## config.mk

```make
export PLATFORM = sky130hd
export DESIGN_NAME = pipe_cla_adder
export DESIGN_NICKNAME = d
export VERILOG_FILES = /design/src/rtl/pipe_cla_adder.sv
export SDC_FILE = /design/constraint.sdc
export NUM_CORES = 1
export LEC_CHECK = 0
export ABC_CLOCK_PERIOD_IN_PS = 4350
export CAP_MARGIN = 20
export CORE_MARGIN = 3
export CORE_UTILIZATION = 55
export DETAILED_ROUTE_END_ITERATION = 7
export DONT_BUFFER_PORTS = 1
export PLACE_DENSITY = 0.7
export SLEW_MARGIN = 30
export SYNTH_ARGS = -nofsm -noshare
export SYNTH_HDL_FRONTEND = slang
export SYNTH_SLANG_ARGS = --single-unit
```

## constraint.sdc

```tcl
create_clock -name clk -period 4.35 [get_ports clk]
set_input_delay 0.87 -clock clk [delete_from_list [all_inputs] [get_ports clk]]
set_output_delay 0.87 -clock clk [all_outputs]
set_load 0.1 [all_outputs]
```

## src/rtl/pipe_cla_adder.sv

```systemverilog
// Segmented, pipelined carry-lookahead adder/subtractor with valid/ready flow control.
// Each stage resolves one SEG-bit slice; a final register computes the flags.
module pipe_cla_adder #(
  parameter int unsigned WIDTH = 32,
  parameter int unsigned SEG   = 8
) (
  input  logic             clk,
  input  logic             rst_n,
  input  logic             in_valid,
  output logic             in_ready,
  input  logic             op,
  input  logic [WIDTH-1:0] ain,
  input  logic [WIDTH-1:0] bin,
  input  logic             cin,
  output logic             out_valid,
  input  logic             out_ready,
  output logic [WIDTH-1:0] sum,
  output logic             cout,
  output logic             ovf,
  output logic             zero
);

  localparam int unsigned NSEG = WIDTH / SEG;

  if (SEG < 1 || WIDTH < 2 || (WIDTH % SEG) != 0) begin : g_bad_params
    $error("pipe_cla_adder: WIDTH must be >= 2 and a multiple of SEG >= 1");
  end

  typedef logic [WIDTH-1:0] word_t;

  // Flat lookahead over one segment: every carry is expanded from g/p and the segment carry-in.
  function automatic logic [SEG:0] cla_seg(input logic [SEG-1:0] a,
                                           input logic [SEG-1:0] b,
                                           input logic           ci);
    logic [SEG-1:0] g;
    logic [SEG-1:0] p;
    logic [SEG:0]   c;
    logic           c_n;
    logic           pp;
    g   = a & b;
    p   = a ^ b;
    c   = '0;
    c_n = 1'b0;
    pp  = 1'b0;
    c[0] = ci;
    for (int i = 0; i < int'(SEG); i++) begin
      c_n = g[i];
      pp  = p[i];
      for (int j = i - 1; j >= 0; j--) begin
        c_n = c_n | (pp & g[j]);
        pp  = pp & p[j];
      end
      c[i+1] = c_n | (pp & ci);
    end
    return {c[SEG], p ^ c[SEG-1:0]};
  endfunction

  logic            stall_c;
  logic [NSEG-1:0] st_valid_q, st_valid_d;
  logic [NSEG-1:0] st_carry_q, st_carry_d;
  word_t           st_a_q   [NSEG];
  word_t           st_a_d   [NSEG];
  word_t           st_b_q   [NSEG];
  word_t           st_b_d   [NSEG];
  word_t           st_sum_q [NSEG];
  word_t           st_sum_d [NSEG];

  logic  out_valid_q, out_valid_d;
  word_t sum_q, sum_d;
  logic  cout_q, cout_d;
  logic  ovf_q, ovf_d;
  logic  zero_q, zero_d;

  assign stall_c  = out_valid_q & ~out_ready;
  assign in_ready = ~stall_c;

  for (genvar k = 0; k < int'(NSEG); k++) begin : g_stage
    localparam word_t SEG_MASK = word_t'({SEG{1'b1}}) << (k * SEG);

    logic         v_c;
    logic         ci_c;
    word_t        a_c;
    word_t        b_c;
    word_t        s_c;
    logic [SEG:0] r_c;

    // Stage 0 takes the effective operands; later stages take their predecessor's register.
    if (k == 0) begin : g_src
      assign v_c  = in_valid;
      assign a_c  = ain;
      assign b_c  = op ? ~bin : bin;
      assign ci_c = op | cin;
      assign s_c  = '0;
    end else begin : g_src
      assign v_c  = st_valid_q[k-1];
      assign a_c  = st_a_q[k-1];
      assign b_c  = st_b_q[k-1];
      assign ci_c = st_carry_q[k-1];
      assign s_c  = st_sum_q[k-1];
    end

    assign r_c           = cla_seg(a_c[k*SEG +: SEG], b_c[k*SEG +: SEG], ci_c);
    assign st_valid_d[k] = v_c;
    assign st_carry_d[k] = r_c[SEG];
    assign st_a_d[k]     = a_c;
    assign st_b_d[k]     = b_c;
    assign st_sum_d[k]   = (s_c & ~SEG_MASK) | (word_t'(r_c[SEG-1:0]) << (k * SEG));
  end

  // Flags are derived from the fully resolved sum leaving the last segment stage.
  always_comb begin
    out_valid_d = st_valid_q[NSEG-1];
    sum_d       = st_sum_q[NSEG-1];
    cout_d      = st_carry_q[NSEG-1];
    ovf_d       = (st_a_q[NSEG-1][WIDTH-1] == st_b_q[NSEG-1][WIDTH-1]) &&
                  (st_sum_q[NSEG-1][WIDTH-1] != st_a_q[NSEG-1][WIDTH-1]);
    zero_d      = (st_sum_q[NSEG-1] == '0);
  end

  always_ff @(posedge clk or negedge rst_n) begin
    if (!rst_n) begin
      st_valid_q  <= '0;
      st_carry_q  <= '0;
      for (int k = 0; k < int'(NSEG); k++) begin
        st_a_q[k]   <= '0;
        st_b_q[k]   <= '0;
        st_sum_q[k] <= '0;
      end
      out_valid_q <= 1'b0;
      sum_q       <= '0;
      cout_q      <= 1'b0;
      ovf_q       <= 1'b0;
      zero_q      <= 1'b0;
    end else if (!stall_c) begin
      st_valid_q  <= st_valid_d;
      st_carry_q  <= st_carry_d;
      for (int k = 0; k < int'(NSEG); k++) begin
        st_a_q[k]   <= st_a_d[k];
        st_b_q[k]   <= st_b_d[k];
        st_sum_q[k] <= st_sum_d[k];
      end
      out_valid_q <= out_valid_d;
      sum_q       <= sum_d;
      cout_q      <= cout_d;
      ovf_q       <= ovf_d;
      zero_q      <= zero_d;
    end
  end

  assign out_valid = out_valid_q;
  assign sum       = sum_q;
  assign cout      = cout_q;
  assign ovf       = ovf_q;
  assign zero      = zero_q;

endmodule

```

* Word-level counts from Yosys, hierarchy flattened
Index checks and enable logic that the tools add are counted.
** Word-level totals
- Register bits after elaboration :: 380
- Bits of input ports :: 70
- Output and inout port bits :: 37
- Logic and storage cells :: 444
** Operators by class
- Equality and inequality tests :: 2
- Multiplexer cells :: 1
- Bitwise operators :: 420
- Reduce and logical (&&, ||, !) cells :: 2
** Operator list (number)
- 1-bit bitwise AND :: 257
- 1-bit bitwise OR :: 145
- 8-bit bitwise XOR :: 8
- 8-bit bitwise AND :: 4
- 32-bit zero test :: 1
- 32-bit two-way mux :: 1
- 32-bit inverter :: 1
- 24-bit by 32-bit bitwise OR with 32-bit output :: 1
- 16-bit by 24-bit bitwise OR with 24-bit output :: 1
- 8-bit by 16-bit bitwise OR with 16-bit output :: 1
- 1-bit inverter :: 2
- 1-bit == test :: 1
- 1-bit logical AND :: 1
- 1-bit inequality test :: 1

* Depth between registers and ports, before layout
- Word-level depth :: 12
- Depth in mapped cells :: 8
- Depth with buffers taken out :: 6

* Least setup slack after synthesis
Ideal clock, no wire load.
- Kind :: reg2out
- Start :: reg out_valid_q (netlist: out_valid)
- End :: out in_ready
- Data arrival time :: 2296 ps
- Required time :: 3480 ps
- Setup slack :: 1184 ps
- Cell stages (with the launch flop) :: 5
- Path buffers :: 2
- Cells stage by stage :: dfrtp_1 -> nor2b_1 -> buf_2 -> inv_2 -> clkbuf_1
** On the way
- Longest elaborated chain between the ends :: 2
** RTL lines
- start: declaration :: RTL line 68 : logic out_valid_q, out_valid_d;
- start signal: assignment :: RTL line 142 : out_valid_q <= out_valid_d;
- 1-bit bitwise AND :: RTL line 74 : assign stall_c = out_valid_q & ~out_ready;
- 1-bit inverter :: RTL line 75 : assign in_ready = ~stall_c;
- end: declaration :: RTL line 10 : output logic in_ready,
Every way passes these cells.

* Worst setup path in the final report
Ends and elaborated chain as after synthesis.

==> results.json <==
{
  "grt_max_degree": 223,
  "worst_ep_required_time_ns": 3.48,
  "dr.pass1.iters": 5,
  "cts_tree": "done",
  "combPwrFrac": 0.288,
  "power_frac_clock": 0.218,
  "powerDensity_mw_per_mm2": 876,
  "criticalPathCategory": "register to primary output",
  "num_antenna_cells": 0,
  "rows": 48,
  "num-fill-cells": 1582,
  "async_flop_share": 1.00,
  "fp.dieW_um": 142,
  "status": "finished, final reports clean",
  "first_iter_violations": 518,
  "synth.avg_cell_area_um2": 9.00,
  "synth_edf_count": 0,
  "clock_latency_ns": 0.50,
  "worstRegToRegCells": 5,
  "pin_count": 107,
  "grt_first_pass_wirelength_mm": 33.5,
  "nNetsFinal": 1207,
  "final_area_mm2": 0.0110,
  "ys_warn_count": 0,
  "hold_buffers": 0,
  "dieArea_mm2": 0.0200,
  "netlist_instances": 1122,
  "htree_levels": 1,
  "cts.sinks": 222,
  "fin_crit_ns": 2.50,
  "tns_ns": 0,
  "synthesis.area_mm2": 0.0101,
  "cts_made_buffers": 24,
  "reg2reg_slack_ns": 2.22,
  "irDropWorstVdd_mv": 0.583,
  "fin_util": 0.623,
  "synth.yosys.seq_area_share": 0.550,
  "leakagePower_nw": 5.47,
  "post_drt_wl_per_cell_um": 14.6,
  "slowest_delay_ns": 0.48,
  "worst_clock_skew_ns": 0.00768,
  "final-hold-violation-count": 0,
  "dp_hpwl_mm": 12.6,
  "synthDistinctLibCells": 43,
  "vias": 7145,
  "root_buffer": "clkbuf_16",
  "finalSetupViolCount": 0,
  "ant_nets": 0,
  "grt_usage": 0.198,
  "path_clk_slew_ns": 0.06,
  "maxCapViolCount": 0,
  "core_area_mm2": 0.0177,
  "p_seq_frac": 0.494,
  "max_slew_margin": 0.357,
  "start_kind": "register",
  "cp_slowest_cell": "inv_8",
  "clockBufferDepth": 3,
  "layout_commonest_cell": "nand2_1",
  "drive_gt1_frac": 0.0476,
  "min_period_over_period": 0.576,
  "mostFrequentLayoutCells": "526 x nand2_1, 222 x dfrtp_1, 47 x o21ai_0, 34 x ha_1, 30 x xnor2_1",
  "tightest_slew_ns": 0.964,
  "wirelength_mm": 19.5,
  "worst_slack_ns": 1.85,
  "pre_cts_slack_ns": 1.75,
  "hp-class": "input pin to async pin",
  "stdcell_count": 1339,
  "p_sw_frac": 0.438,
  "dpl_cell_area_mm2": 0.0102,
  "p_switching_mw": 4.22,
  "crit_chain": "nor2b_4, inv_8",
  "crit_path_end_kind": "primary output",
  "initial_utilization": 0.572,
  "drv_slew": 0,
  "antenna_found_initial": 0,
  "die_h_um": 142,
  "fmax_ghz": 0.399,
  "dp.cells": 1298,
  "grt.overflow.total": 0,
  "ys_seq_elements": 222,
  "rr_startpoint": "out_valid$_DFFE_PN0N_",
  "ys.flop_type": "dfrtp_1",
  "route.detailed.drc": 0,
  "rsz0062_at_grt": "false",
  "grt_pass1_vias": 6968,
  "area_growth_pct": 8.96,
  "timing.rr.end": "sum[28]$_DFFE_PN0N_",
  "post-cts-setup-buffers": 0,
  "vias_per_cell": 5.34,
  "globalplace.congestion": 0.823,
  "cts_resized": 0,
  "synth_fp_nets": 1230,
  "path_max_fanout": 111,
  "crit_arrival_ns": 1.63,
  "p_int_mw": 5.42,
  "port_buffers": 0,
  "critPathLaunch": "out_valid$_DFFE_PN0N_"
}
## worst max-delay path: cells and delay by family (launching register included)
family	cells	cell delay [ns]
simple gates	1	0.16
buf+inv	1	0.48
flops	1	0.38
## cell usage after synthesis, drive strengths merged (3+ instances only)
cell type	instances	area share
nor3	14	0.0069
nand4	6	0.0037
a21o	8	0.0061
fa	4	0.0079
a211o	3	0.0026
nand3	6	0.0030
o21ai	48	0.024
nor3b	16	0.012
nor4	9	0.0056
o21ba	3	0.0030
o31ai	10	0.0074
a311oi	3	0.0026
nand2	526	0.20
a21oi	25	0.014
o211ai	4	0.0035
or4	7	0.0052
or3	3	0.0019
a211oi	16	0.012
buf	42	0.023
ha	34	0.042
o21a	5	0.0037
xor2	9	0.0078
dfrtp	222	0.55
nor2	29	0.011
xnor2	30	0.026
inv	13	0.0048
clkbuf	13	0.0048
a31oi	3	0.0019
## state kept, by name, indices dropped and copies added (netlist names)
name and count:
st_b_q 1, g_stage.b_c 48, cout 1, ovf 1, st_carry_q 4, st_valid_q 4
sum_d 32, sum 32, out_valid 1, g_stage.a_c 48, st_a_q 1, g_stage.s_c 48
zero 1
## worst max path at each step
stage,endpoint,slack [ns],depth (start not counted)
floorplan,in_ready,1.18,4
global placement,sum[17]$_DFFE_PN0N_,1.77,5
detailed placement,sum[26]$_DFFE_PN0N_,1.75,5
CTS,in_ready,1.68,2
global route,in_ready,1.77,2
finish,in_ready,1.85,2
## kinds of logic (layout without fill, tap and decap cells)
group | Yosys count | in the layout | share of synthesized area
AO/OA/AOI/OAI | 133 | 133 | 0.0847
XOR/XNOR | 39 | 39 | 0.0338
adder cells (fa/ha/maj) | 38 | 38 | 0.0500
buffers and inverters | 68 | 60 | 0.0326
flip-flops | 222 | 222 | 0.550
AND/OR/NAND/NOR | 622 | 622 | 0.249
## power groups by stage
| stage | sequential [mW] | clock, mW | combinational (mW) |
|---|---|---|---|
| 3_5_place_dp | 4.80 | 0 | 2.77 |
| 5_1_grt | 4.89 | 2.23 | 3.21 |
| 2_1_floorplan | 4.59 | 0 | 2.31 |
| 6_report | 4.76 | 2.10 | 2.78 |
| 4_1_cts | 4.77 | 2.15 | 2.80 |
| 3_3_place_gp | 4.78 | 0 | 2.69 |
## metal layers
metal,vias to the layer above,share of wire,track usage
li1,3607,-,-
met1,3374,0.49,0.299
met2,135,0.44,0.303
met3,29,0.046,0.0367
met4,0,0.018,0.0419
met5,-,0,0
## cell type report
type,count,area (um2),area share
Clock buffer,36,727,0.0661
Clock inverter,5,104,0.00944
Inverter,13,56.3,0.00512
Multi-Input combinational cell,832,4220,0.384
Sequential cell,222,5560,0.505
Tap cell,225,282,0.0256
Timing Repair Buffer,6,57.6,0.00523
## stage by stage
stage / total power [mW] / hold slack (ns)
after global placement: 7.47 / 0.451
after detailed placement: 7.57 / 0.455
after global routing: 10.3 / 0.0415
final: 9.65 / 0.0638
after floorplan: 6.91 / 0.430
after CTS: 9.72 / 0.0448
No activity file was read; power rests on OpenSTA's default activity.
